File: src/rtl/pe_pingpong_ctrl.sv
// pe_pingpong_ctrl: ping-pong controller around the PE operand buffer.
// One bank fills from the upstream stream while the other drains to the PE
// through a 2-entry output FIFO that absorbs the buffer's registered read.
// Optional feature: define PE_PINGPONG_FLUSH_EN to add a synchronous flush port.
`ifndef DATA_NUM
`define DATA_NUM 4
`endif
`ifndef DATA_WIDTH
`define DATA_WIDTH 16
`endif

module pe_pingpong_ctrl #(
  parameter int DATA_NUM   = `DATA_NUM,
  parameter int DATA_WIDTH = `DATA_WIDTH,
  parameter int DEPTH      = 2 * DATA_NUM,
  parameter int ADDR_WIDTH = $clog2(DEPTH)
) (
  input  logic                  clk,
  input  logic                  rst_n,
`ifdef PE_PINGPONG_FLUSH_EN
  input  logic                  flush,
`endif
  input  logic                  in_valid,
  output logic                  in_ready,
  input  logic [DATA_WIDTH-1:0] in_data,
  output logic                  buf_write_en,
  output logic [ADDR_WIDTH-1:0] buf_write_addr,
  output logic [DATA_WIDTH-1:0] buf_data_in,
  output logic                  buf_read_en,
  output logic [ADDR_WIDTH-1:0] buf_read_addr,
  input  logic [DATA_WIDTH-1:0] buf_data_out,
  output logic                  out_valid,
  input  logic                  out_ready,
  output logic [DATA_WIDTH-1:0] out_data,
  output logic                  out_last,
  output logic [1:0]            bank_full
);

  localparam int IDX_W = (DATA_NUM > 1) ? $clog2(DATA_NUM) : 1;
  localparam logic [IDX_W-1:0]      IDX_LAST   = IDX_W'(DATA_NUM - 1);
  localparam logic [ADDR_WIDTH-1:0] BANK1_BASE = ADDR_WIDTH'(DATA_NUM);

  logic flush_now;
`ifdef PE_PINGPONG_FLUSH_EN
  assign flush_now = flush;
`else
  assign flush_now = 1'b0;
`endif

  logic             w_bank_reg;
  logic [IDX_W-1:0] w_idx_reg;
  logic             r_bank_reg;
  logic [IDX_W-1:0] r_idx_reg;
  logic             rd_pend_reg;
  logic             rd_last_reg;
  logic [1:0]       bank_full_vec;
  logic             fifo_wr_ptr_reg;
  logic             fifo_rd_ptr_reg;
  logic [1:0]       fifo_cnt_reg;
  logic [DATA_WIDTH-1:0] fifo_data [2];
  logic                  fifo_last [2];

  logic       wr_fire;
  logic       wr_wrap;
  logic       rd_issue;
  logic       rd_wrap;
  logic       pop;
  logic [2:0] rd_occ;

  // Write side: accept whenever the bank being filled is not still full.
  assign in_ready       = !bank_full_vec[w_bank_reg] && !flush_now;
  assign wr_fire        = in_valid && in_ready;
  assign wr_wrap        = (w_idx_reg == IDX_LAST);
  assign buf_write_en   = wr_fire;
  assign buf_write_addr = (w_bank_reg ? BANK1_BASE : '0) + ADDR_WIDTH'(w_idx_reg);
  assign buf_data_in    = in_data;

  // Read side: only issue if the word can land in the FIFO without overflow,
  // counting the read already in flight and the word leaving this cycle.
  assign out_valid     = (fifo_cnt_reg != 2'd0);
  assign pop           = out_valid && out_ready;
  assign rd_occ        = 3'(fifo_cnt_reg) + 3'(rd_pend_reg) - 3'(pop);
  assign rd_issue      = bank_full_vec[r_bank_reg] && (rd_occ < 3'd2) && !flush_now;
  assign rd_wrap       = (r_idx_reg == IDX_LAST);
  assign buf_read_en   = rd_issue;
  assign buf_read_addr = (r_bank_reg ? BANK1_BASE : '0) + ADDR_WIDTH'(r_idx_reg);

  assign out_data  = fifo_data[fifo_rd_ptr_reg];
  assign out_last  = out_valid && fifo_last[fifo_rd_ptr_reg];
  assign bank_full = bank_full_vec;

  // Write pointer: advance per accepted word, swap banks after the last slot.
  always_ff @(posedge clk or negedge rst_n) begin
    if (!rst_n) begin
      w_bank_reg <= 1'b0;
      w_idx_reg  <= '0;
    end else if (flush_now) begin
      w_bank_reg <= 1'b0;
      w_idx_reg  <= '0;
    end else if (wr_fire) begin
      if (wr_wrap) begin
        w_idx_reg  <= '0;
        w_bank_reg <= ~w_bank_reg;
      end else begin
        w_idx_reg <= w_idx_reg + 1'b1;
      end
    end
  end

  // Read pointer and in-flight tracking for the one-cycle buffer latency.
  always_ff @(posedge clk or negedge rst_n) begin
    if (!rst_n) begin
      r_bank_reg  <= 1'b0;
      r_idx_reg   <= '0;
      rd_pend_reg <= 1'b0;
      rd_last_reg <= 1'b0;
    end else if (flush_now) begin
      r_bank_reg  <= 1'b0;
      r_idx_reg   <= '0;
      rd_pend_reg <= 1'b0;
      rd_last_reg <= 1'b0;
    end else begin
      rd_pend_reg <= rd_issue;
      rd_last_reg <= rd_issue && rd_wrap;
      if (rd_issue) begin
        if (rd_wrap) begin
          r_idx_reg  <= '0;
          r_bank_reg <= ~r_bank_reg;
        end else begin
          r_idx_reg <= r_idx_reg + 1'b1;
        end
      end
    end
  end

  // Per-bank full flags; set by the final write, cleared by the final read.
  for (genvar gi = 0; gi < 2; gi++) begin : g_bank
    logic full_reg;
    logic set_hit;
    logic clr_hit;
    assign set_hit = wr_fire && wr_wrap && (w_bank_reg == 1'(gi));
    assign clr_hit = rd_issue && rd_wrap && (r_bank_reg == 1'(gi));
    assign bank_full_vec[gi] = full_reg;

    // A bank is never set and cleared in the same cycle, so priority is moot.
    always_ff @(posedge clk or negedge rst_n) begin
      if (!rst_n) begin
        full_reg <= 1'b0;
      end else if (flush_now) begin
        full_reg <= 1'b0;
      end else if (set_hit) begin
        full_reg <= 1'b1;
      end else if (clr_hit) begin
        full_reg <= 1'b0;
      end
    end
  end

  // Output FIFO pointers and occupancy; the push is the read issued last cycle.
  always_ff @(posedge clk or negedge rst_n) begin
    if (!rst_n) begin
      fifo_wr_ptr_reg <= 1'b0;
      fifo_rd_ptr_reg <= 1'b0;
      fifo_cnt_reg    <= 2'd0;
    end else if (flush_now) begin
      fifo_wr_ptr_reg <= 1'b0;
      fifo_rd_ptr_reg <= 1'b0;
      fifo_cnt_reg    <= 2'd0;
    end else begin
      if (rd_pend_reg) fifo_wr_ptr_reg <= ~fifo_wr_ptr_reg;
      if (pop)         fifo_rd_ptr_reg <= ~fifo_rd_ptr_reg;
      fifo_cnt_reg <= fifo_cnt_reg + 2'(rd_pend_reg) - 2'(pop);
    end
  end

  // FIFO storage slots.
  for (genvar gi = 0; gi < 2; gi++) begin : g_fifo
    logic [DATA_WIDTH-1:0] slot_data_reg;
    logic                  slot_last_reg;
    assign fifo_data[gi] = slot_data_reg;
    assign fifo_last[gi] = slot_last_reg;

    // Capture the returning buffer word when this slot is the push target.
    always_ff @(posedge clk or negedge rst_n) begin
      if (!rst_n) begin
        slot_data_reg <= '0;
        slot_last_reg <= 1'b0;
      end else if (rd_pend_reg && (fifo_wr_ptr_reg == 1'(gi))) begin
        slot_data_reg <= buf_data_out;
        slot_last_reg <= rd_last_reg;
      end
    end
  end

endmodule

File: config.mk
export PLATFORM = sky130hd
export DESIGN_NAME = pe_pingpong_ctrl
export DESIGN_NICKNAME = d
export VERILOG_FILES = /design/src/rtl/pe_pingpong_ctrl.sv
export SDC_FILE = /design/constraint.sdc
export NUM_CORES = 1
export LEC_CHECK = 0
export BUFFER_PORTS_ARGS = -buffer_cell sky130_fd_sc_hd__buf_2
export CORE_UTILIZATION = 53
export DETAILED_ROUTE_END_ITERATION = 8
export PLACE_DENSITY_LB_ADDON = 0.1
export SYNTH_ARGS = -nofsm -noshare
export SYNTH_HDL_FRONTEND = slang
export SYNTH_SLANG_ARGS = --single-unit
File: constraint.sdc
create_clock -name clk -period 8.37 [get_ports clk]
set_clock_uncertainty 0.1 [all_clocks]
set_input_delay 1.2555 -clock clk [delete_from_list [all_inputs] [get_ports clk]]
set_output_delay 1.2555 -clock clk [all_outputs]
set_load 0.01 [all_outputs]
## Word level (Yosys, flattened, before mapping)

Cells that the tools add are included.
W data, S select, Z words.

| word-level totals | value |
|---|---|
| bits in registers | 48 |
| logic and storage cells | 70 |

| cells by class | value |
|---|---|
| bitwise operators | 5 |
| equal/unequal tests | 2 |
| order comparisons | 4 |
| mux-type cells | 18 |
| reduce and logical (&&, ||, !) cells | 18 |
| $add $sub $neg | 8 |

Operator list:

| cell | number |
|---|---|
| $mux W16 | 3 |
| $logic_and A1 B1 Y1 | 12 |
| $mux W1 | 11 |
| $add A3 B2 Y3 | 2 |
| $mux W3 | 2 |
| $reduce_bool A2 Y1 | 3 |
| $add A2 B1 Y2 const B | 2 |
| $eq A2 B2 Y1 const B | 2 |
| $lt A1 B2 Y1 const B | 2 |
| $mux W2 | 2 |
| $not A1 Y1 | 4 |
| $reduce_and A2 Y1 | 2 |
| $add A2 B1 Y3 | 1 |
| $lt A3 B2 Y1 const B | 1 |
| $sub A3 B1 Y3 | 1 |
| $add A2 B1 Y2 | 1 |
| $ge A2 B2 Y1 const B | 1 |
| $not A1 Y2 | 1 |
| $sub A2 B1 Y2 | 1 |
| $logic_not A1 Y1 | 1 |

## Depth between registers and ports, before layout

| depth | value |
|---|---|
| depth after elaboration | 9 |
| mapped depth | 9 |

## Least setup slack after synthesis

Ideal clock, no wire load.

| path | value |
|---|---|
| path kind | input to output |
| from | input out_ready |
| to | output buf_read_en |
| required time | 7,015 ps |
| stages | 7 |
| path slack | 4,319 ps |
| arrival time | 2,695 ps |
| buffers on the path | 0 |
| cell sequence | and2_1 ha_1 inv_1 ha_1 fa_1 xnor2_1 nor3_4 |

| on the way | value |
|---|---|
| word-level cells in the longest chain between the ends | 4 |

RTL lines:

| item | line | source |
|---|---|---|
| from (decl) | 33 | `input logic out_ready,` |
| $logic_and A1 B1 Y1 | 81 | `assign pop = out_valid && out_ready;` |
| $sub A3 B1 Y3 | 82 | `assign rd_occ = 3'(fifo_cnt_reg) + 3'(rd_pend_reg) - 3'(pop);` |
| $lt A3 B2 Y1 | 83 | `assign rd_issue = bank_full_vec[r_bank_reg] && (rd_occ < 3'd2) && !flush_now;` |
| $logic_and A1 B1 Y1 | 83 |  |
| to (decl) | 29 | `output logic buf_read_en,` |

Every way passes these cells.

## Worst setup path after layout

| path | value |
|---|---|
| from | input out_ready |
| to | output buf_read_en |

| on the way | value |
|---|---|
| word-level cells in the longest chain between the ends | 4 |

RTL lines:

| item | line | source |
|---|---|---|
| $logic_and A1 B1 Y1 | 81 |  |
| named net pop | 67 | `logic pop;` |
| $sub A3 B1 Y3 | 82 |  |
| $lt A3 B2 Y1 | 83 |  |
| $logic_and A1 B1 Y1 | 83 |  |

The timed path passes the listed nets, and every way through them passes these cells.

==> impl_metrics.toml <==
[yosys]
synthAdderAreaFrac_pct = 3.08
synth_top_family_by_area = "multiplexers"
synthXorXnorAreaFrac_pct = 1.15
synth.ff_latch_count = 48
synth-compound-area-share_pct = 2.03
netlist_area_mm2 = 0.00228
syn_nets = 207
yosys.area_share.simple_pct = 3.90
yosysUniqueCellTypes = 26
synth.avg_cell_area_um2 = 13.7
synthMuxAreaShare_pct = 28.0
netlist_instances = 166
ys_warn_count = 0
ys_seq_area_share_pct = 52.7

[global_routing]
grt_max_degree = 49
gr-total-overflow = 0
grt_usage_pct = 19.3
grt-busiest-layer = "met2"
grt_pass1_vias = 1436
use_met3_pct = 4.22
grt_use_met2_pct = 34.4
met1_usage_pct = 20.9
grt_pass1_wl_mm = 6.32
antenna_found_initial = 0

[placement]
portBuffers = 48
dp_hpwl_mm = 2.81
post-place-ws_ns = 3.98
dpl.cell_count = 239
gp_congestion = 0.695

[critical_path]
path_max_fanout = 4
startpoint = "out_ready"
r2r-end = "r_idx_reg[1]$_DFFE_PN0N_"
crit_path_end = "buf_read_en"
reg2reg_depth = 9
worstSetupPathType = "in2out"
cp-end-kind = "primary output"
start_kind = "input pin"
cp.required_ns = 7.01
r2r_start = "fifo_cnt_reg[1]$_DFF_PN0_"
ff2ff_setup_slack_ns = 5.55
cp.arrival_ns = 3.04

[drt]
wl_mm = 4.02
vias = 1351
via_per_inst = 5.49
drtIter0Drc = 54
drc = 0
wire_per_inst_um = 16.3
antenna_left = 0
first_pass_iters = 3

[cells_and_area]
n_antenna_cell = 0
largest_reg_flops = 32
final_cell_count_no_fill = 246
nets = 237
syn_to_final_growth_pct = 8.74
drive_above_1_share_pct = 56.1

[power]
peakVddDrop_mv = 0.214
power.leakage_uw = 0.00117
internal_power_uw = 662
power_frac_comb_pct = 44.9
power_uw = 1020
power_switching_uw = 362
swShare_pct = 35.4
p_clk_share_pct = 12.6
seqPwrFrac_pct = 42.5
power_density_mw_per_mm2 = 414

[floorplanning]
fp.dieArea_mm2 = 0.00456
initial_core_util_pct = 56.1
std_cell_rows = 23
fp.dieW_um = 67.6
fp.dieH_um = 67.6
io_pins = 81
fp.coreArea_mm2 = 0.00406

[hold_path]
hold_depth = 1
min_path_type = "reg2reg"

[clock_network]
cts-buffers-inserted = 5
clock-root-buffer = "clkbuf_8"
cts_tree = "built"
cts_max_level = 2
cts_hold_buf = 0
clock_path_buffers = 2
post_cts_buffers = 0
cts_resized = 0
clock-sinks = 48
clock_latency_ns = 0.30
cts.clk_slew.worst_paths_ns = 0.08

[sta]
rsz0062_at_grt = "no"
relSlewSlack_pct = 30.0
setup_viol = 0
period_share_pct = 52.5
report.final.slew_viol_count = 0
worst_slack_ns = 3.98
tightest_slew_ns = 1.05
hold_viol = 0
fmax_ghz = 0.228
final.setup.tns_ns = 0
min_period_ns = 4.39

[flow_run]
maxCapViolCount = 0

[run_status]
status = "complete, no violations"
[layout by cell type (no fill, tap or decap), types with 2 or more instances in the layout]
cell,n
dfrtp_1,48
a2bb2oi_1,2
mux2i_1,3
xor2_1,2
and2_1,2
ha_1,4
mux2_2,52
inv_1,6
clkbuf_8,5
buf_2,48
a21oi_1,2
mux2_1,2
nand2_1,3
nor2_1,3
[cell families (layout without fill, tap and decap cells)]
kind of cell    count (synthesis)  count (layout)
buf+inv                        31              61
simple gates                   15              15
xor+xnor                        3               3
fa+ha+maj                       5               5
mux                            57              57
flops                          48              48
compound gates                  7               7
[power groups by stage]
| stage | clock network [µW] | registers, µW | logic, µW |
|---|---|---|---|
| finish | 129 | 436 | 460 |
| global route | 143 | 454 | 506 |
| CTS | 135 | 438 | 468 |
| detailed placement | 0 | 442 | 466 |
| global placement | 0 | 429 | 445 |
| floorplan | 0 | 407 | 365 |
[through the flow]
step / utilization [%] / area [µm²] / hold slack [ns]
after CTS: 61.0 / 2480 / 0.411
final: 61.0 / 2480 / 0.405
after global placement: 59.1 / 2400 / 0.378
after global routing: 61.0 / 2480 / 0.426
after detailed placement: 59.1 / 2400 / 0.388
after floorplan: - / 2280 / 0.374
[worst min-delay path by stage]
stage	startpoint	end	slack, ns
after floorplan	g_fifo[1].slot_data_reg[0]$_DFFE_PN0P_	g_fifo[1].slot_data_reg[0]$_DFFE_PN0P_	0.37
after global placement	rd_last_reg$_DFF_PN0_	g_fifo[1].slot_last_reg$_DFFE_PN0P_	0.38
after detailed placement	g_fifo[1].slot_data_reg[12]$_DFFE_PN0P_	g_fifo[1].slot_data_reg[12]$_DFFE_PN0P_	0.39
after CTS	g_fifo[1].slot_data_reg[7]$_DFFE_PN0P_	g_fifo[1].slot_data_reg[7]$_DFFE_PN0P_	0.41
after global routing	rd_last_reg$_DFF_PN0_	g_fifo[1].slot_last_reg$_DFFE_PN0P_	0.43
final	g_fifo[1].slot_data_reg[7]$_DFFE_PN0P_	g_fifo[1].slot_data_reg[7]$_DFFE_PN0P_	0.41
[per-layer routing]
layer / share of wire, % / wire, µm
met5: 0 / 0
met4: 2.7 / 110
met3: 6.3 / 252
met2: 52 / 2100
met1: 39 / 1560
[Yosys cell counts (all sizes together)]
library cell	n	area [µm²]
mux2	54	608
dfrtp	48	1200
buf	25	184
inv	6	22.5
ha	4	50.1
nand2	4	17.5
mux2i	3	30.0
nor2	3	11.3
a21oi	2	10.0
a2bb2oi	2	17.5
and2	2	12.5
nor2b	2	12.5
nor3	2	21.3
xor2	2	17.5
a31oi	1	6.26
fa	1	20.0
nor3b	1	7.51
o21ai	1	5.00
o31ai	1	7.51
or2	1	6.26
xnor2	1	8.76
[area by class of cell]
class,count,area (µm²)
tap,50,62.6
timing repair buffer,48,240
inverter,6,22.5
clock buffer,6,72.6
multi-input combinational,87,872
sequential,48,1200
clock inverter,1,5.00
fill,334,1580
[worst max-delay path: stages]
cell and delay (ns):
buf_2 0.09, and2_1 0.16, ha_1 0.28, inv_1 0.04, ha_1 0.19, fa_1 0.38, xnor2_1 0.39, nor3_4 0.10
buf_2 0.16
No activity file was read; power rests on OpenSTA's default activity.
